## config.mk

```make
export PLATFORM = sky130hd
export DESIGN_NAME = pipelined_alu
export DESIGN_NICKNAME = d
export VERILOG_FILES = /design/src/rtl/alu_pkg.sv /design/src/rtl/alu_mul_seq.sv /design/src/rtl/pipelined_alu.sv
export SDC_FILE = /design/constraint.sdc
export NUM_CORES = 1
export LEC_CHECK = 0
export ABC_AREA = 1
export CAP_MARGIN = 25
export CORE_MARGIN = 3
export CORE_UTILIZATION = 30
export CTS_BUF_LIST = sky130_fd_sc_hd__clkbuf_16
export DETAILED_ROUTE_END_ITERATION = 12
export PLACE_DENSITY = 0.46
export SYNTH_ARGS = -nofsm -noshare
export SYNTH_HDL_FRONTEND = slang
export SYNTH_HIERARCHICAL = 1
export SYNTH_SLANG_ARGS = --single-unit
```

## constraint.sdc

```tcl
create_clock -name clk -period 2.9 [get_ports clk]
set_input_delay 0.87 -clock clk [delete_from_list [all_inputs] [get_ports clk]]
set_output_delay 0.87 -clock clk [all_outputs]
set_load 0.05 [all_outputs]
```

## src/rtl/alu_pkg.sv

```systemverilog
// Shared encodings for the pipelined ALU: operation codes and FSM states.
package alu_pkg;

   // Operation codes carried on the 3-bit fxn input
   typedef enum logic [2:0] {
      FxnAdd = 3'd0,
      FxnSub = 3'd1,
      FxnAnd = 3'd2,
      FxnOr  = 3'd3,
      FxnXor = 3'd4,
      FxnSlt = 3'd5,
      FxnMul = 3'd6,
      FxnAcc = 3'd7
   } fxn_e;

   // Control FSM states
   typedef enum logic [1:0] {
      StIdle = 2'd0,
      StExec = 2'd1,
      StDone = 2'd2
   } state_e;

endpackage

```

## src/rtl/alu_mul_seq.sv

```systemverilog
// Iterative unsigned shift-add multiplier. Operands are loaded on start,
// followed by exactly WIDTH add/shift steps. done is high during the cycle of
// the final step and product then shows the completed 2*WIDTH-bit result.
module alu_mul_seq #(
   parameter int unsigned WIDTH = 6
) (
   input  logic                 clk,
   input  logic                 rst_n,
   input  logic                 start,
   input  logic [WIDTH-1:0]     a,
   input  logic [WIDTH-1:0]     b,
   output logic                 done,
   output logic [2*WIDTH-1:0]   product
);

   localparam int unsigned CntW = $clog2(WIDTH + 1);

   logic                 busy_q;
   logic [CntW-1:0]      cnt_q;
   logic [2*WIDTH-1:0]   mcand_q;
   logic [WIDTH-1:0]     mplier_q;
   logic [2*WIDTH-1:0]   prod_q;
   logic [2*WIDTH-1:0]   prod_d;

   // Partial-product accumulation for the current step
   always_comb begin
      prod_d  = prod_q + (mplier_q[0] ? mcand_q : '0);
      done    = busy_q && (cnt_q == CntW'(WIDTH - 1));
      product = prod_d;
   end

   // Operand load on start, then one shift-add step per cycle while busy
   always_ff @(posedge clk or negedge rst_n) begin
      if (!rst_n) begin
         busy_q   <= 1'b0;
         cnt_q    <= '0;
         mcand_q  <= '0;
         mplier_q <= '0;
         prod_q   <= '0;
      end else if (start) begin
         busy_q   <= 1'b1;
         cnt_q    <= '0;
         mcand_q  <= {{WIDTH{1'b0}}, a};
         mplier_q <= b;
         prod_q   <= '0;
      end else if (busy_q) begin
         prod_q   <= prod_d;
         mcand_q  <= mcand_q << 1;
         mplier_q <= mplier_q >> 1;
         cnt_q    <= cnt_q + 1'b1;
         if (done) begin
            busy_q <= 1'b0;
         end
      end
   end

endmodule

```

## src/rtl/pipelined_alu.sv

```systemverilog
// Handshaked ALU: single-cycle ops complete one cycle after accept, MUL runs
// on the iterative multiplier. Results are held until the consumer takes them.
module pipelined_alu
   import alu_pkg::*;
#(
   parameter int unsigned WIDTH = 6
) (
   input  logic             clk,
   input  logic             rst_n,
   input  logic             in_valid,
   output logic             in_ready,
   input  logic [2:0]       fxn,
   input  logic [WIDTH-1:0] input_a,
   input  logic [WIDTH-1:0] input_b,
   output logic             out_valid,
   input  logic             out_ready,
   output logic [WIDTH-1:0] out,
   output logic [WIDTH-1:0] out_hi,
   output logic             o_flow,
   output logic             c_out,
   output logic             zero,
   output logic             neg
);

   localparam int unsigned Msb = WIDTH - 1;

   state_e               state_q, state_d;
   logic                 accept;
   logic                 is_mul;
   logic                 mul_start;
   logic                 mul_done;
   logic [2*WIDTH-1:0]   mul_product;

   logic [WIDTH-1:0]     out_q, hi_q, acc_q;
   logic                 oflow_q, cout_q, zero_q, neg_q;

   logic [WIDTH:0]       sum, diff, acc_sum;
   logic [WIDTH-1:0]     res, acc_d;
   logic                 res_c, res_o;

   assign accept    = in_valid && in_ready;
   assign is_mul    = (fxn_e'(fxn) == FxnMul);
   assign mul_start = accept && is_mul;

   alu_mul_seq #(
      .WIDTH (WIDTH)
   ) u_mul (
      .clk     (clk),
      .rst_n   (rst_n),
      .start   (mul_start),
      .a       (input_a),
      .b       (input_b),
      .done    (mul_done),
      .product (mul_product)
   );

   // FSM state register
   always_ff @(posedge clk or negedge rst_n) begin
      if (!rst_n) begin
         state_q <= StIdle;
      end else begin
         state_q <= state_d;
      end
   end

   // FSM next-state logic
   always_comb begin
      state_d = state_q;
      unique case (state_q)
         StIdle:  if (accept) state_d = is_mul ? StExec : StDone;
         StExec:  if (mul_done) state_d = StDone;
         StDone:  if (out_ready) state_d = StIdle;
         default: state_d = StIdle;
      endcase
   end

   // FSM outputs
   always_comb begin
      in_ready  = (state_q == StIdle);
      out_valid = (state_q == StDone);
   end

   // Single-cycle result and flags, evaluated on the live inputs at accept
   always_comb begin
      sum     = {1'b0, input_a} + {1'b0, input_b};
      diff    = {1'b0, input_a} - {1'b0, input_b};
      acc_sum = {1'b0, acc_q} + {1'b0, input_a};
      res     = '0;
      res_c   = 1'b0;
      res_o   = 1'b0;
      acc_d   = acc_q;
      unique case (fxn_e'(fxn))
         FxnAdd: begin
            res   = sum[WIDTH-1:0];
            res_c = sum[WIDTH];
            res_o = (input_a[Msb] == input_b[Msb]) && (sum[Msb] != input_a[Msb]);
         end
         FxnSub: begin
            res   = diff[WIDTH-1:0];
            res_c = ~diff[WIDTH];  // borrow-out inverted: 1 means a >= b
            res_o = (input_a[Msb] != input_b[Msb]) && (diff[Msb] != input_a[Msb]);
         end
         FxnAnd: res = input_a & input_b;
         FxnOr:  res = input_a | input_b;
         FxnXor: res = input_a ^ input_b;
         FxnSlt: res = {{(WIDTH-1){1'b0}}, ($signed(input_a) < $signed(input_b))};
         FxnMul: res = '0;  // produced by the multiplier instead
         FxnAcc: begin
            res   = acc_sum[WIDTH-1:0];
            res_c = acc_sum[WIDTH];
            res_o = (acc_q[Msb] == input_a[Msb]) && (acc_sum[Msb] != acc_q[Msb]);
            acc_d = acc_sum[WIDTH-1:0];
         end
         default: res = '0;
      endcase
   end

   // Result registers: loaded at accept (single-cycle ops) or at multiplier finish
   always_ff @(posedge clk or negedge rst_n) begin
      if (!rst_n) begin
         out_q   <= '0;
         hi_q    <= '0;
         acc_q   <= '0;
         oflow_q <= 1'b0;
         cout_q  <= 1'b0;
         zero_q  <= 1'b0;
         neg_q   <= 1'b0;
      end else if (accept && !is_mul) begin
         out_q   <= res;
         hi_q    <= '0;
         acc_q   <= acc_d;
         oflow_q <= res_o;
         cout_q  <= res_c;
         zero_q  <= (res == '0);
         neg_q   <= res[Msb];
      end else if ((state_q == StExec) && mul_done) begin
         out_q   <= mul_product[WIDTH-1:0];
         hi_q    <= mul_product[2*WIDTH-1:WIDTH];
         oflow_q <= |mul_product[2*WIDTH-1:WIDTH];
         cout_q  <= 1'b0;
         zero_q  <= (mul_product[WIDTH-1:0] == '0);
         neg_q   <= mul_product[Msb];
      end
   end

   assign out    = out_q;
   assign out_hi = hi_q;
   assign o_flow = oflow_q;
   assign c_out  = cout_q;
   assign zero   = zero_q;
   assign neg    = neg_q;

endmodule

```

==> results.ini <==
[outcome]
status = complete, no violations

[sta]
setup_tns_ns = 0
fin_crit_ns = 2.71
finalHoldViolCount = 0
slew_headroom = 0.546
rsz0062_at_grt = false
fmax_mhz = 368
slew_viol_final = 0
skew_ns = 0.00848
worstMarginPinSlew_ns = 0.681
setup_viol = 0
min_period_over_period = 0.936

[critical_path]
crit_arrival_ns = 2.98
critPathMaxFanout = 3
required_ns = 3.16
worst_setup_path_end_kind = flip-flop
ff2ff_path_depth = 14
criticalPathCategory = in -> reg
cp-start-kind = primary input
timing.rr.end = o_flow$_DFFE_PN0P_
r2r_setup_slack_ns = 0.24
timing.rr.start = u_mul/mcand_q[0]$_DFFE_PN0P_

[global_route]
grt_pass1_vias = 4300
track_usage = 0.171
grt_max_degree = 33
grt_first_pass_wirelength_um = 21700
grt-ovfl-total = 0
antenna_found_initial = 0

[clocking]
root_buffer = clkbuf_16
numCtsBuffers = 9
htreeDepth = 3
clkTransAtPathRegs_ns = 0.05
cts_tree = built
clk_latency_ns = 0.34
clock-sinks = 57
clockBufferDepth = 2

[placed_design]
dpl_cell_area_sq_um = 5410
port_buffers = 36
dp_hpwl_um = 10700
gp_congestion = 0.846

[run]
drv_cap = 0

[detailed_routing]
detail-route-antenna-nets = 0
routed_wl_um = 13200
drt_iter0_markers = 258
vias = 4308
dr.pass1.iters = 5
drc_errors = 0
viasPerCell = 4.76
wl_per_cell_um = 14.6

[yosys]
netlist_instances = 622
yosysWarnings = 6
ys.flop_type = dfrtp_1
yosysUniqueCellTypes = 43
synth_top_area_share = 0.326
synth_area_leader_cell = dfrtp_1
synth_most_common_cell = nand2_1
synth-edff-count = 0
synth_common_cells = nand2_1 (178), inv_1 (102), dfrtp_1 (57), nand3_1 (50), nor2_1 (44)
ys_seq_area_frac = 0.326
syn_avg_cell_area_sq_um = 7.04
synth_fp_nets = 682
synth_area_sq_um = 4380
synth_seq_cells = 57
async_flop_share = 1.00
ys_top_cells_by_area = dfrtp_1 (33%), nand2_1 (15%), ha_1 (11%), inv_1 (8.7%), nand3_1 (5.7%)

[power_and_ir_drop]
p_int_mw = 2.73
peakVddDrop_mv = 0.263
switchingPower_mw = 1.94
leakagePower_nw = 3.11
powerDensity_nw_per_um2 = 814
sequentialPowerShare = 0.273
p_sw_frac = 0.416
p_comb_frac = 0.482
clockPowerShare = 0.246

[min_path]
min-delay-start = out_hi[3]$_DFFE_PN0P_
hold_depth = 2
hp-class = reg -> reg
min_to = out_hi[3]$_DFFE_PN0P_

[finish]
final_cell_area_sq_um = 5740
drive_gt1_frac = 0.150
diodes = 0
area_delta_synth_final_pct = 31.2
nets = 780

[floorplan]
start_util = 0.310
core-area_sq_um = 14100
core.rowCount = 43
fp.dieH_um = 127
die_area_sq_um = 16100
ioPinCount = 37
die_x_um = 127

[cell type report]
class                           count  area (sq um)
Tap cell                          180           225
Sequential cell                    57          1430
Fill cell                        1501          8350
Timing Repair Buffer              101           881
Inverter                          106           398
Clock buffer                        9           225
Multi-Input combinational cell    445          2490
Clock inverter                      7          92.6
[cell usage in the layout (no fill, tap or decap), types with 3 or more instances in the layout]
cell and count:
nand2_1 178, inv_1 101, buf_4 62, dfrtp_1 57, nand3_1 50, nor2_1 44, ha_1 37, clkdlybuf4s50_1 35
a21oi_1 23, o21ai_0 18, nand4_1 10, a22oi_1 10, clkbuf_16 9, o22ai_1 8, nand2_2 6, o21ai_1 6
and2_1 6, nor2_2 5, inv_2 5, nor3_1 5, xor2_1 3, o31ai_1 3, fa_1 3, buf_12 3
[layer usage]
metal  global-route usage  wire length, um  part of all wire
met1                0.233             6330              0.48
met2                0.271             6100              0.46
met3               0.0362              541             0.041
met4               0.0574              256             0.019
met5                    0                0                 0
[worst max-delay path, stage by stage]
cell,delay [ns]
clkdlybuf4s50_1,0.44
buf_4,0.16
ha_1,0.22
fa_1,0.42
xor2_1,0.18
nand2_1,0.06
nand3_1,0.12
nor2_1,0.14
nand2_1,0.06
nor2_1,0.08
nand3_1,0.08
a21oi_1,0.13
[flip-flops by register name, indices dropped and copies added, names as in the netlist]
name            count
u_mul/mcand_q      12
u_mul/prod_q       12
state_q             2
u_mul/busy_q        1
out                 6
c_out               1
acc_q               6
u_mul/cnt_q         3
zero                1
o_flow              1
u_mul/mplier_q      6
out_hi              6
[power by group through the flow]
stage                     clock network (mW)  logic [mW]  registers [mW]
after floorplan                            0        1.23            1.46
after global placement                     0        2.23            1.28
after detailed placement                   0        2.25            1.29
after CTS                               1.19        2.26            1.28
after global routing                    1.22        2.50            1.32
final                                   1.15        2.25            1.28
[how the worst max path moves through the flow]
stage / startpoint / end / slack [ns] / cells past startpoint
floorplan: u_mul/mplier_q[0]$_DFFE_PN0P_ / o_flow$_DFFE_PN0P_ / 0.33 / 15
global placement: input_a[0] / zero$_DFFE_PN0P_ / -0.17 / 15
detailed placement: input_a[0] / zero$_DFFE_PN0P_ / -0.21 / 15
CTS: input_a[0] / zero$_DFFE_PN0P_ / 0.14 / 15
global route: input_a[0] / zero$_DFFE_PN0P_ / 0.03 / 12
finish: input_a[0] / zero$_DFFE_PN0P_ / 0.19 / 12
[kinds of logic (layout without fill, tap and decap cells)]
logic type | Yosys count | after routing | share of synthesized area
buffers and inverters | 120 | 223 | 0.107
and+or+nand+nor | 314 | 314 | 0.310
AOI/OAI and AO/OA | 82 | 82 | 0.114
muxes | 2 | 2 | 0.00515
DFF | 57 | 57 | 0.326
adders and majority gates | 41 | 41 | 0.124
xor gates and xnor gates | 6 | 6 | 0.0137
[timing repair]
item,in CTS,in global routing
hold buffers,0,0
gates resized for setup,0,4
endpoints found under the setup margin,0,3
setup buffers,0,0
[stage by stage]
step                hold slack (ns)  utilization  power (mW)  std cells  setup slack [ns]
global placement              0.468        0.384        3.51        889            -0.173
finish                        0.487        0.407        4.68        905             0.186
CTS                           0.489        0.406        4.73        905             0.144
floorplan                     0.452            -        2.69        622             0.335
global route                  0.514        0.407        5.04        905            0.0273
detailed placement            0.474        0.384        3.54        889            -0.213
(Power assumes the default switching activity.)
